[src/rtl/bmult_bitheap_sched_if.sv]
`default_nettype none
// ============================================================================
//  Module   : bmult_bitheap_sched_if
//  Brief    : Requester, multiplier and response bundle for the bit-heap
//             multiplier scheduler.
//  Revision : 1.0
// ============================================================================
interface bmult_bitheap_sched_if #(
    parameter int N_REQ = 4,
    parameter int WIDTH = 28
);
    localparam int ID_W = $clog2(N_REQ);

    logic [N_REQ-1:0]       req_valid;
    logic [N_REQ-1:0]       req_ready;
    logic [N_REQ*WIDTH-1:0] req_a;
    logic [N_REQ*WIDTH-1:0] req_b;

    logic                   mul_issue;
    logic [WIDTH-1:0]       mul_a;
    logic [WIDTH-1:0]       mul_b;
    logic [2*WIDTH-1:0]     mul_result;

    logic                   rsp_valid;
    logic                   rsp_ready;
    logic [ID_W-1:0]        rsp_id;
    logic [2*WIDTH-1:0]     rsp_data;

    // Environment side: requesters, multiplier datapath and response consumer.
    modport master (
        output req_valid, req_a, req_b, mul_result, rsp_ready,
        input  req_ready, mul_issue, mul_a, mul_b, rsp_valid, rsp_id, rsp_data
    );

    // Scheduler side.
    modport slave (
        input  req_valid, req_a, req_b, mul_result, rsp_ready,
        output req_ready, mul_issue, mul_a, mul_b, rsp_valid, rsp_id, rsp_data
    );
endinterface
`default_nettype wire

[src/rtl/bmult_bitheap_sched.sv]
`default_nettype none
// ============================================================================
//  Module   : bmult_bitheap_sched
//  Brief    : Round-robin scheduler sharing one pipelined bit-heap multiplier
//             among N_REQ requesters, with tag realignment and a credit-
//             protected result FIFO.
//  Revision : 1.0
// ============================================================================
module bmult_bitheap_sched #(
    parameter int N_REQ      = 4,
    parameter int WIDTH      = 28,
    parameter int MUL_LAT    = 1,
    parameter int FIFO_DEPTH = 4
) (
    input  wire logic            clk,
    input  wire logic            rst_n,
    bmult_bitheap_sched_if.slave bus
);
    localparam int ID_W  = $clog2(N_REQ);
    localparam int P_W   = 2 * WIDTH;
    localparam int CR_W  = $clog2(FIFO_DEPTH + 1);
    localparam int PTR_W = (FIFO_DEPTH > 1) ? $clog2(FIFO_DEPTH) : 1;

    localparam logic [CR_W-1:0]  c_full_credits = CR_W'(FIFO_DEPTH);
    localparam logic [PTR_W-1:0] c_last_slot    = PTR_W'(FIFO_DEPTH - 1);
    localparam logic [ID_W-1:0]  c_last_id      = ID_W'(N_REQ - 1);
    localparam logic [ID_W:0]    c_n_req        = (ID_W + 1)'(N_REQ);

    // ------------------------------------------------------------------------
    // State
    // ------------------------------------------------------------------------
    logic [ID_W-1:0]  r_rr_ptr;
    logic [CR_W-1:0]  r_credits;
    logic             r_tag_vld [MUL_LAT];
    logic [ID_W-1:0]  r_tag_id  [MUL_LAT];

    logic [PTR_W-1:0] r_wr_ptr;
    logic [PTR_W-1:0] r_rd_ptr;
    logic [CR_W-1:0]  r_count;
    logic [ID_W-1:0]  r_mem_id   [FIFO_DEPTH];
    logic [P_W-1:0]   r_mem_data [FIFO_DEPTH];

    // ------------------------------------------------------------------------
    // Combinational arbitration
    // ------------------------------------------------------------------------
    logic             w_found;
    logic [ID_W-1:0]  w_gnt;
    logic [ID_W:0]    w_sum;
    logic             w_issue;
    logic [N_REQ-1:0] w_req_ready;
    logic [WIDTH-1:0] w_mul_a;
    logic [WIDTH-1:0] w_mul_b;
    logic             w_rsp_valid;
    logic             w_pop;
    logic             w_push;

    // Scan requesters starting at the round-robin pointer, modulo N_REQ.
    always_comb begin
        w_found = 1'b0;
        w_gnt   = '0;
        w_sum   = '0;
        for (int k = 0; k < N_REQ; k++) begin
            w_sum = {1'b0, r_rr_ptr} + (ID_W + 1)'(k);
            if (w_sum >= c_n_req) begin
                w_sum = w_sum - c_n_req;
            end
            if (!w_found && bus.req_valid[w_sum[ID_W-1:0]]) begin
                w_found = 1'b1;
                w_gnt   = w_sum[ID_W-1:0];
            end
        end
    end

    // A grant always means a handshake, because only valid requesters win.
    assign w_issue = rst_n && (r_credits != '0) && w_found;

    always_comb begin
        w_req_ready = '0;
        w_mul_a     = '0;
        w_mul_b     = '0;
        for (int i = 0; i < N_REQ; i++) begin
            if (w_issue && (w_gnt == ID_W'(i))) begin
                w_req_ready[i] = 1'b1;
                w_mul_a        = bus.req_a[i*WIDTH +: WIDTH];
                w_mul_b        = bus.req_b[i*WIDTH +: WIDTH];
            end
        end
    end

    assign w_rsp_valid = (r_count != '0);
    assign w_pop       = w_rsp_valid && bus.rsp_ready;
    assign w_push      = r_tag_vld[MUL_LAT-1];

    // ------------------------------------------------------------------------
    // Round-robin pointer and credit counter
    // ------------------------------------------------------------------------
    always_ff @(posedge clk) begin
        if (!rst_n) begin
            r_rr_ptr  <= '0;
            r_credits <= c_full_credits;
        end else begin
            if (w_issue) begin
                r_rr_ptr <= (w_gnt == c_last_id) ? '0 : w_gnt + ID_W'(1);
            end
            case ({w_issue, w_pop})
                2'b10:   r_credits <= r_credits - CR_W'(1);
                2'b01:   r_credits <= r_credits + CR_W'(1);
                default: r_credits <= r_credits;
            endcase
        end
    end

    // ------------------------------------------------------------------------
    // Tag pipeline: follows the multiplier so the ID lands with its product
    // ------------------------------------------------------------------------
    always_ff @(posedge clk) begin
        if (!rst_n) begin
            for (int s = 0; s < MUL_LAT; s++) begin
                r_tag_vld[s] <= 1'b0;
                r_tag_id[s]  <= '0;
            end
        end else begin
            r_tag_vld[0] <= w_issue;
            r_tag_id[0]  <= w_gnt;
            for (int s = MUL_LAT - 1; s > 0; s--) begin
                r_tag_vld[s] <= r_tag_vld[s-1];
                r_tag_id[s]  <= r_tag_id[s-1];
            end
        end
    end

    // ------------------------------------------------------------------------
    // Result FIFO (first-word fall-through, no write bypass)
    // ------------------------------------------------------------------------
    function automatic logic [PTR_W-1:0] f_next_ptr(input logic [PTR_W-1:0] p);
        return (p == c_last_slot) ? '0 : p + PTR_W'(1);
    endfunction

    // Credits bound the occupancy, so a push never meets a full FIFO.
    always_ff @(posedge clk) begin
        if (!rst_n) begin
            r_wr_ptr <= '0;
            r_rd_ptr <= '0;
            r_count  <= '0;
            for (int e = 0; e < FIFO_DEPTH; e++) begin
                r_mem_id[e]   <= '0;
                r_mem_data[e] <= '0;
            end
        end else begin
            if (w_push) begin
                r_mem_id[r_wr_ptr]   <= r_tag_id[MUL_LAT-1];
                r_mem_data[r_wr_ptr] <= bus.mul_result;
                r_wr_ptr             <= f_next_ptr(r_wr_ptr);
            end
            if (w_pop) begin
                r_rd_ptr <= f_next_ptr(r_rd_ptr);
            end
            case ({w_push, w_pop})
                2'b10:   r_count <= r_count + CR_W'(1);
                2'b01:   r_count <= r_count - CR_W'(1);
                default: r_count <= r_count;
            endcase
        end
    end

    // ------------------------------------------------------------------------
    // Outputs
    // ------------------------------------------------------------------------
    assign bus.req_ready = w_req_ready;
    assign bus.mul_issue = w_issue;
    assign bus.mul_a     = w_mul_a;
    assign bus.mul_b     = w_mul_b;
    assign bus.rsp_valid = w_rsp_valid;
    assign bus.rsp_id    = r_mem_id[r_rd_ptr];
    assign bus.rsp_data  = r_mem_data[r_rd_ptr];

endmodule
`default_nettype wire

[src/flat_wrapper.sv]
// flat-port wrapper written by rule: the top's interface ports become plain ports
module bmult_bitheap_sched_flat 
#(
    parameter int N_REQ      = 4,
    parameter int WIDTH      = 28,
    parameter int MUL_LAT    = 1,
    parameter int FIFO_DEPTH = 4
)
  (clk, rst_n, bus_req_valid, bus_req_a, bus_req_b, bus_mul_result, bus_rsp_ready, bus_req_ready, bus_mul_issue, bus_mul_a, bus_mul_b, bus_rsp_valid, bus_rsp_id, bus_rsp_data);
  bmult_bitheap_sched_if #(.N_REQ(N_REQ), .WIDTH(WIDTH)) bus_i ();
  input  wire logic clk;
  input  wire logic rst_n;
  input wire logic [$bits(bus_i.req_valid)-1:0] bus_req_valid;
  input wire logic [$bits(bus_i.req_a)-1:0] bus_req_a;
  input wire logic [$bits(bus_i.req_b)-1:0] bus_req_b;
  input wire logic [$bits(bus_i.mul_result)-1:0] bus_mul_result;
  input wire logic [$bits(bus_i.rsp_ready)-1:0] bus_rsp_ready;
  output wire logic [$bits(bus_i.req_ready)-1:0] bus_req_ready;
  output wire logic [$bits(bus_i.mul_issue)-1:0] bus_mul_issue;
  output wire logic [$bits(bus_i.mul_a)-1:0] bus_mul_a;
  output wire logic [$bits(bus_i.mul_b)-1:0] bus_mul_b;
  output wire logic [$bits(bus_i.rsp_valid)-1:0] bus_rsp_valid;
  output wire logic [$bits(bus_i.rsp_id)-1:0] bus_rsp_id;
  output wire logic [$bits(bus_i.rsp_data)-1:0] bus_rsp_data;
  assign bus_i.req_valid = bus_req_valid;
  assign bus_i.req_a = bus_req_a;
  assign bus_i.req_b = bus_req_b;
  assign bus_i.mul_result = bus_mul_result;
  assign bus_i.rsp_ready = bus_rsp_ready;
  assign bus_req_ready = bus_i.req_ready;
  assign bus_mul_issue = bus_i.mul_issue;
  assign bus_mul_a = bus_i.mul_a;
  assign bus_mul_b = bus_i.mul_b;
  assign bus_rsp_valid = bus_i.rsp_valid;
  assign bus_rsp_id = bus_i.rsp_id;
  assign bus_rsp_data = bus_i.rsp_data;
  bmult_bitheap_sched #(.N_REQ(N_REQ), .WIDTH(WIDTH), .MUL_LAT(MUL_LAT), .FIFO_DEPTH(FIFO_DEPTH)) u_core (.clk(clk), .rst_n(rst_n), .bus(bus_i));
endmodule
[config.mk]
export PLATFORM = sky130hd
export DESIGN_NAME = bmult_bitheap_sched_flat
export DESIGN_NICKNAME = d
export VERILOG_FILES = /design/src/rtl/bmult_bitheap_sched_if.sv /design/src/rtl/bmult_bitheap_sched.sv /design/src/flat_wrapper.sv
export SDC_FILE = /design/constraint.sdc
export NUM_CORES = 1
export LEC_CHECK = 0
export BUFFER_PORTS_ARGS = -buffer_cell sky130_fd_sc_hd__buf_4
export CELL_PAD_IN_SITES_DETAIL_PLACEMENT = 2
export CELL_PAD_IN_SITES_GLOBAL_PLACEMENT = 2
export CORE_MARGIN = 1
export CORE_UTILIZATION = 36
export DETAILED_ROUTE_END_ITERATION = 16
export GPL_ROUTABILITY_DRIVEN = 1
export PLACE_DENSITY_LB_ADDON = 0.08
export SKIP_CTS_REPAIR_TIMING = 1
export SYNTH_ARGS = -nofsm -noshare
export SYNTH_HDL_FRONTEND = slang
export SYNTH_SLANG_ARGS = --single-unit
[constraint.sdc]
create_clock -name clk -period 8.2 [get_ports clk]
set_input_delay 1.64 -clock clk [delete_from_list [all_inputs] [get_ports clk]]
set_output_delay 1.64 -clock clk [all_outputs]
set_load 0.01 [all_outputs]
* After elaboration in Yosys (flattened, before gate mapping)
Memories as Yosys holds them, arrays and structs flattened. A register that Yosys moved wholly into a read port is not among the register bits. Index checks and enable logic that the tools add are counted.
Storage, ports and cells: output and inout port bits 120, memory bits (read-only) 0, memories kept 4, memory bits (writable) 235, latch bits 0, word-level logic and storage cells 118, flip-flop bits (word level) 12, input bits 287
Operators by class: multiplexer cells 56, reduce and logical (&&, ||, !) cells 22, multiply operators 0, $add $sub $neg 14, bitwise operators 0, equal/unequal tests 9, div/mod/pow operators 0, shift operators 0, $lt $le $gt $ge 8
Memory list:
- u_core.r_mem_data | words 4, width 56, rd ports 1, clocked after memory_dff 1, write ports 4, line bmult_bitheap_sched.sv:41 | logic [P_W-1:0] r_mem_data [FIFO_DEPTH];
- u_core.r_mem_id | words 4, width 2, rd ports 1, clocked after memory_dff 1, write ports 4, line bmult_bitheap_sched.sv:40 | logic [ID_W-1:0] r_mem_id [FIFO_DEPTH];
- u_core.r_tag_id | words 1, width 2, rd ports 1, clocked after memory_dff 0, write ports 1, line bmult_bitheap_sched.sv:35 | logic [ID_W-1:0] r_tag_id [MUL_LAT];
- u_core.r_tag_vld | words 1, width 1, rd ports 1, clocked after memory_dff 0, write ports 1, line bmult_bitheap_sched.sv:34 | logic r_tag_vld [MUL_LAT];
Operators by type and width (number):
- $mux 28 | 8
- $mux 56 | 1
- $reduce_or 56->1 | 1
- $mux 2 | 19
- $mux 1 | 22
- $eq 2x2->1 const B | 6
- $lt 2x3->1 const B | 4
- $pmux 3 s2 | 2
- $logic_and 1x1->1 | 10
- $ge 3x3->1 const B | 3
- $bmux 1 s2 | 4
- $sub 2x1->2 const B | 4
- $add 2x1->2 const B | 3
- $add 2x2->3 const B | 2
- $add 3x1->3 const B | 2
- $eq 2x1->1 const B | 3
- $reduce_bool 3->1 | 2
- $sub 3x1->3 const B | 2
- $reduce_bool 2->1 | 2
- $reduce_or 2->1 | 2
- $add 2x1->3 const B | 1
- $ge 2x3->1 const B | 1
- $logic_not 1->1 | 3
- $logic_not 2->1 | 1
- $reduce_or 1->1 | 1

* Longest topological paths before layout
depth in word-level cells 20, mapped depth 9, gate-level depth less buffers 8

* Least setup slack after synthesis
OpenSTA, ideal clock, no wires.
kind input port to output port, start input bus_req_valid[0], end output bus_mul_b[18], required time 6.560 ns, slack 3.233 ns, arrival time 3.327 ns, cell stages on the path 9, path buffers 2, cells stage by stage a21oi_1 -> nor3b_1 -> or3_1 -> ha_1 -> buf_2 -> clkbuf_1 -> and3b_1 -> o221ai_1 -> a21oi_1
On the way: cells in the longest elaborated chain, start to end 18, elaborated cells between the ends (all ways) 35, classes of those cells eq/ne: 3; mux: 20; reduce/logical: 12
Ends and longest elaborated chain:
- from (decl) | line flat_wrapper.sv:13 | input wire logic [$bits(bus_i.req_valid)-1:0] bus_req_valid;
- $bmux 1 s2 | line bmult_bitheap_sched.sv:67 | if (!w_found && bus.req_valid[w_sum[ID_W-1:0]]) begin
- $mux 1 (not written as such) | line bmult_bitheap_sched.sv:67
- $mux 1 | line bmult_bitheap_sched.sv:67
- $logic_not 1->1 | line bmult_bitheap_sched.sv:67
- $logic_and 1x1->1 | line bmult_bitheap_sched.sv:67
- $mux 1 | line bmult_bitheap_sched.sv:67
- $logic_not 1->1 | line bmult_bitheap_sched.sv:67
- $logic_and 1x1->1 | line bmult_bitheap_sched.sv:67
- $mux 1 | line bmult_bitheap_sched.sv:67
- $logic_not 1->1 | line bmult_bitheap_sched.sv:67
- $logic_and 1x1->1 | line bmult_bitheap_sched.sv:67
- $mux 2 or $mux 1 (tied branches) | line bmult_bitheap_sched.sv:67
- $logic_not 2->1 or $logic_and 1x1->1 (tied branches) | line bmult_bitheap_sched.sv:82, bmult_bitheap_sched.sv:75
- $logic_and 1x1->1 | line bmult_bitheap_sched.sv:82 | if (w_issue && (w_gnt == ID_W'(i))) begin
- $mux 28 (3 in series) | line bmult_bitheap_sched.sv:82
- $mux 28 * | line bmult_bitheap_sched.sv:82
- to (decl) | line flat_wrapper.sv:21 | output wire logic [$bits(bus_i.mul_b)-1:0] bus_mul_b;
Mark *: on every way between the ends. The rest lies on a longest branch, timed or not. The select of a mux whose other input is x is not followed.

* Worst setup path after layout
start input bus_req_valid[2], end output bus_mul_b[17]
On the way: cells in the longest elaborated chain, start to end 18, elaborated cells between the ends (all ways) 35, classes of those cells eq/ne: 3; mux: 20; reduce/logical: 12
Ends and longest elaborated chain:
- $bmux 1 s2 | line bmult_bitheap_sched.sv:67
- $mux 1 (not written as such) | line bmult_bitheap_sched.sv:67
- $mux 1 | line bmult_bitheap_sched.sv:67
- $logic_not 1->1 | line bmult_bitheap_sched.sv:67
- $logic_and 1x1->1 | line bmult_bitheap_sched.sv:67
- $mux 1 | line bmult_bitheap_sched.sv:67
- $logic_not 1->1 | line bmult_bitheap_sched.sv:67
- $logic_and 1x1->1 | line bmult_bitheap_sched.sv:67
- $mux 1 | line bmult_bitheap_sched.sv:67
- $logic_not 1->1 | line bmult_bitheap_sched.sv:67
- $logic_and 1x1->1 | line bmult_bitheap_sched.sv:67
- $mux 2 * | line bmult_bitheap_sched.sv:67
- net u_core.w_gnt[0] | line bmult_bitheap_sched.sv:47 | logic [ID_W-1:0] w_gnt;
- $logic_not 2->1 | line bmult_bitheap_sched.sv:82
- $logic_and 1x1->1 | line bmult_bitheap_sched.sv:82
- $mux 28 (3 in series) | line bmult_bitheap_sched.sv:82
- $mux 28 * | line bmult_bitheap_sched.sv:82
Mark *: on every way through the listed nets, which the timed path passes. The rest lies on a longest branch. The select of a mux whose other input is x is not followed.

==> flow_summary.toml <==
[place]
dp.cells = 1789
place_area_sq_um = 16400
hpwl_mm = 34.1
io_buffers = 406
gp_congestion = 0.911
dp_worst_setup_slack_ps = 2230

[sta]
worstMarginPinSlew_ps = 1030
setup_viol = 0
holdWs_ps = 511
fmax_mhz = 167
rsz0062_at_grt = "no"
setup_tns_ps = 0
relSlewSlack_pct = 31.2
skew_ps = 10.8
period_needed_ps = 6010
drv_slew = 0
fin_ws_ps = 2190
fin_crit_sh_pct = 73.2
hold_viol = 0

[setup_path]
slowest_delay_ps = 730
crit_path_start = "bus_req_valid[2]"
critPathBufInv = 4
cp_common_cell = "buf_4"
crit_path_end = "bus_mul_b[17]"
r2r-end = "u_core.r_mem_data[3][39]$_DFFE_PP_"
cpLargestDelayFamily = "compound AO/OA/AOI/OAI gates"
crit_slowest_cell = "ha_4"
cp_max_fo = 81
r2r_slack_ps = 5870
criticalPathCategory = "input port to output pin"
critPathLaunchType = "input port"
cp_cell_sequence = "buf_4, inv_1, o221ai_1, a21oi_1, ha_4, buf_4, and3b_1, o221ai_1, a21oi_1, buf_4"
reg2regPathDepth = 3
reg2reg_from = "u_core.r_tag_vld[0]$_DFF_P_"
arrival_ps = 4370
cp_num_cells = 10
worst_ep_required_time_ps = 6560
end_kind = "output pin"

[final_layout]
final_cell_area_sq_um = 17200
drive_above_1_share_pct = 38.9
fin_nets = 1652
final_util_pct = 48.5
syn2layout_area_growth_pct = 32.6
fin_cells = 1849
nFillCells = 3548

[clocking]
clk_latency_ps = 530
cts-buffers-inserted = 25
cts_sinks = 249
h-tree-depth = 1
cts_tree = "built"
clkTransAtPathRegs_ps = 60
cts_root_buf = "clkbuf_16"
clock_path_buffers = 3

[hold_path]
min_path_type = "flop to flop"

[routing]
drt-initial-drc-count = 475
drt_wl_total_mm = 51.2
wire_per_inst_um = 27.7
dr.pass1.iters = 4
ant_nets = 0
drc = 0
via_per_inst = 5.45
vias = 10100

[global_route]
grt_pass1_vias = 11400
grt_pass1_wl_mm = 74.6
grt_usage_pct = 27.7
grt_start_max_net_pins = 82
antenna_found_initial = 13
overflow = 0

[power_and_ir_drop]
ir_worst_vdd_mv = 0.174
leakagePower_nw = 7.52
p_total_mw = 4.78
p_per_area_nw_per_um2 = 278

[run_status]
outcome = "complete, no violations"

[floorplanning]
start_util_pct = 36.5
fp-row-count = 69
dieArea_sq_um = 36800
die_h_um = 192
num_io_pins = 407
core-area_sq_um = 35500
die_w_um = 192

[logic_synthesis]
yosysSeqAreaShare_pct = 56.3
synthCells = 1002
yosys_warnings = 0
ys_ff_latch = 249
syn_area_sq_um = 13000
synthesis.nets = 1299
synth.distinct_cells = 38
synth.avg_cell_area_sq_um = 12.9

[job]
drv_cap = 0
how the worst min path moves through the flow:
stage	from	end	slack (ps)	cells past startpoint
6_report	u_core.r_credits[2]$_SDFFE_PN1P_	u_core.r_credits[2]$_SDFFE_PN1P_	510	2
5_1_grt	u_core.r_rd_ptr[0]$_SDFFE_PN0N_	flop	560	2
4_1_cts	u_core.r_rd_ptr[0]$_SDFFE_PN0N_	flop	520	2
3_5_place_dp	u_core.r_rd_ptr[0]$_SDFFE_PN0N_	flop	500	2
3_3_place_gp	u_core.r_rd_ptr[0]$_SDFFE_PN0N_	flop	470	2
2_1_floorplan	u_core.r_rd_ptr[0]$_SDFFE_PN0N_	flop	460	2
worst register-to-register path: stages (launching register included):
cell     delay (ps)
dfxtp_2         340
buf_4           570
nand3_1         250
nand2_4         770
sequential cells by signal, indices dropped and copies added (netlist names), 2 cells and up, named ones only:
signal             flops
u_core.r_mem_id        8
u_core.r_credits       3
u_core.r_count         3
u_core.r_wr_ptr        2
u_core.r_mem_data    224
u_core.r_tag_id        2
u_core.r_rd_ptr        2
u_core.r_rr_ptr        2
where the power goes:
part,internal (mW),switching [mW],total [mW]
Clock,0.639,0.483,1.12
Sequential,1.55,0.0814,1.63
Combinational,0.946,1.08,2.03
placed cells by master, fill, tap and decap left out, types with 8 or more instances in the layout:
master / n
buf_4: 420
edfxtp_1: 232
and2_1: 177
a21oi_1: 63
a21o_1: 58
mux4_2: 58
and3_1: 58
o221ai_1: 57
nand2_1: 57
and3b_1: 56
clkbuf_16: 27
diode_2: 14
dfxtp_1: 14
inv_1: 12
nor2_1: 12
clkbuf_1: 8
area by class of cell:
cell class                      count  area, sq um  share of cell area, %
Antenna cell                       14         35.0                  0.204
Clock buffer                       39          761                   4.42
Clock inverter                      7         38.8                  0.225
Inverter                           15         56.3                  0.327
Multi-Input combinational cell    644         5270                   30.6
Sequential cell                   249         7310                   42.5
Tap cell                          461          577                   3.35
Timing Repair Buffer              420         3150                   18.3
cell usage after synthesis:
cell | number | area share [%]
buf_4 | 5 | 0.29
o221ai_1 | 57 | 3.8
buf_1 | 6 | 0.17
inv_2 | 1 | 0.029
o211ai_1 | 1 | 0.058
nor3b_2 | 2 | 0.19
mux4_2 | 58 | 10
nor3_4 | 1 | 0.13
clkbuf_2 | 2 | 0.077
o31ai_1 | 1 | 0.058
ha_1 | 8 | 0.77
mux2i_1 | 3 | 0.23
nor3_1 | 1 | 0.039
and3b_1 | 56 | 3.8
o21ai_0 | 3 | 0.12
nand2b_1 | 4 | 0.19
fa_1 | 2 | 0.31
a211oi_1 | 2 | 0.12
nor3b_1 | 2 | 0.12
clkbuf_1 | 62 | 1.8
nand2_1 | 58 | 1.7
nor2_1 | 12 | 0.35
a21oi_1 | 63 | 2.4
a21o_1 | 58 | 3.4
dfxtp_1 | 17 | 2.6
xor2_1 | 4 | 0.27
nand3_1 | 2 | 0.077
nand3_2 | 1 | 0.077
edfxtp_1 | 232 | 54
or3_1 | 6 | 0.29
and2_1 | 177 | 8.5
and3_1 | 58 | 2.8
nor4_1 | 1 | 0.048
buf_2 | 19 | 0.73
nand2_2 | 1 | 0.048
a32o_1 | 1 | 0.077
or4_4 | 1 | 0.087
inv_1 | 14 | 0.41
layer usage:
metal,routed length [um],global-route usage (%),vias up
met5,0,0,-
met1,19100,31.1,5155
met2,27400,50.5,335
met4,1730,11.0,0
li1,-,-,4512
met3,3000,6.05,72
kinds of logic (layout without fill, tap and decap cells):
group	count (synthesis)	after routing	share of synthesized area (%)
muxes	61	61	10.3
DFF	249	249	56.3
xor gates and xnor gates	4	4	0.270
AOI/OAI and AO/OA	186	186	10.1
adders and majority gates	10	10	1.08
and+or+nand+nor	383	383	18.4
other	0	14	0
buffers and inverters	109	481	3.50
Power figures use the tool's default switching activity.
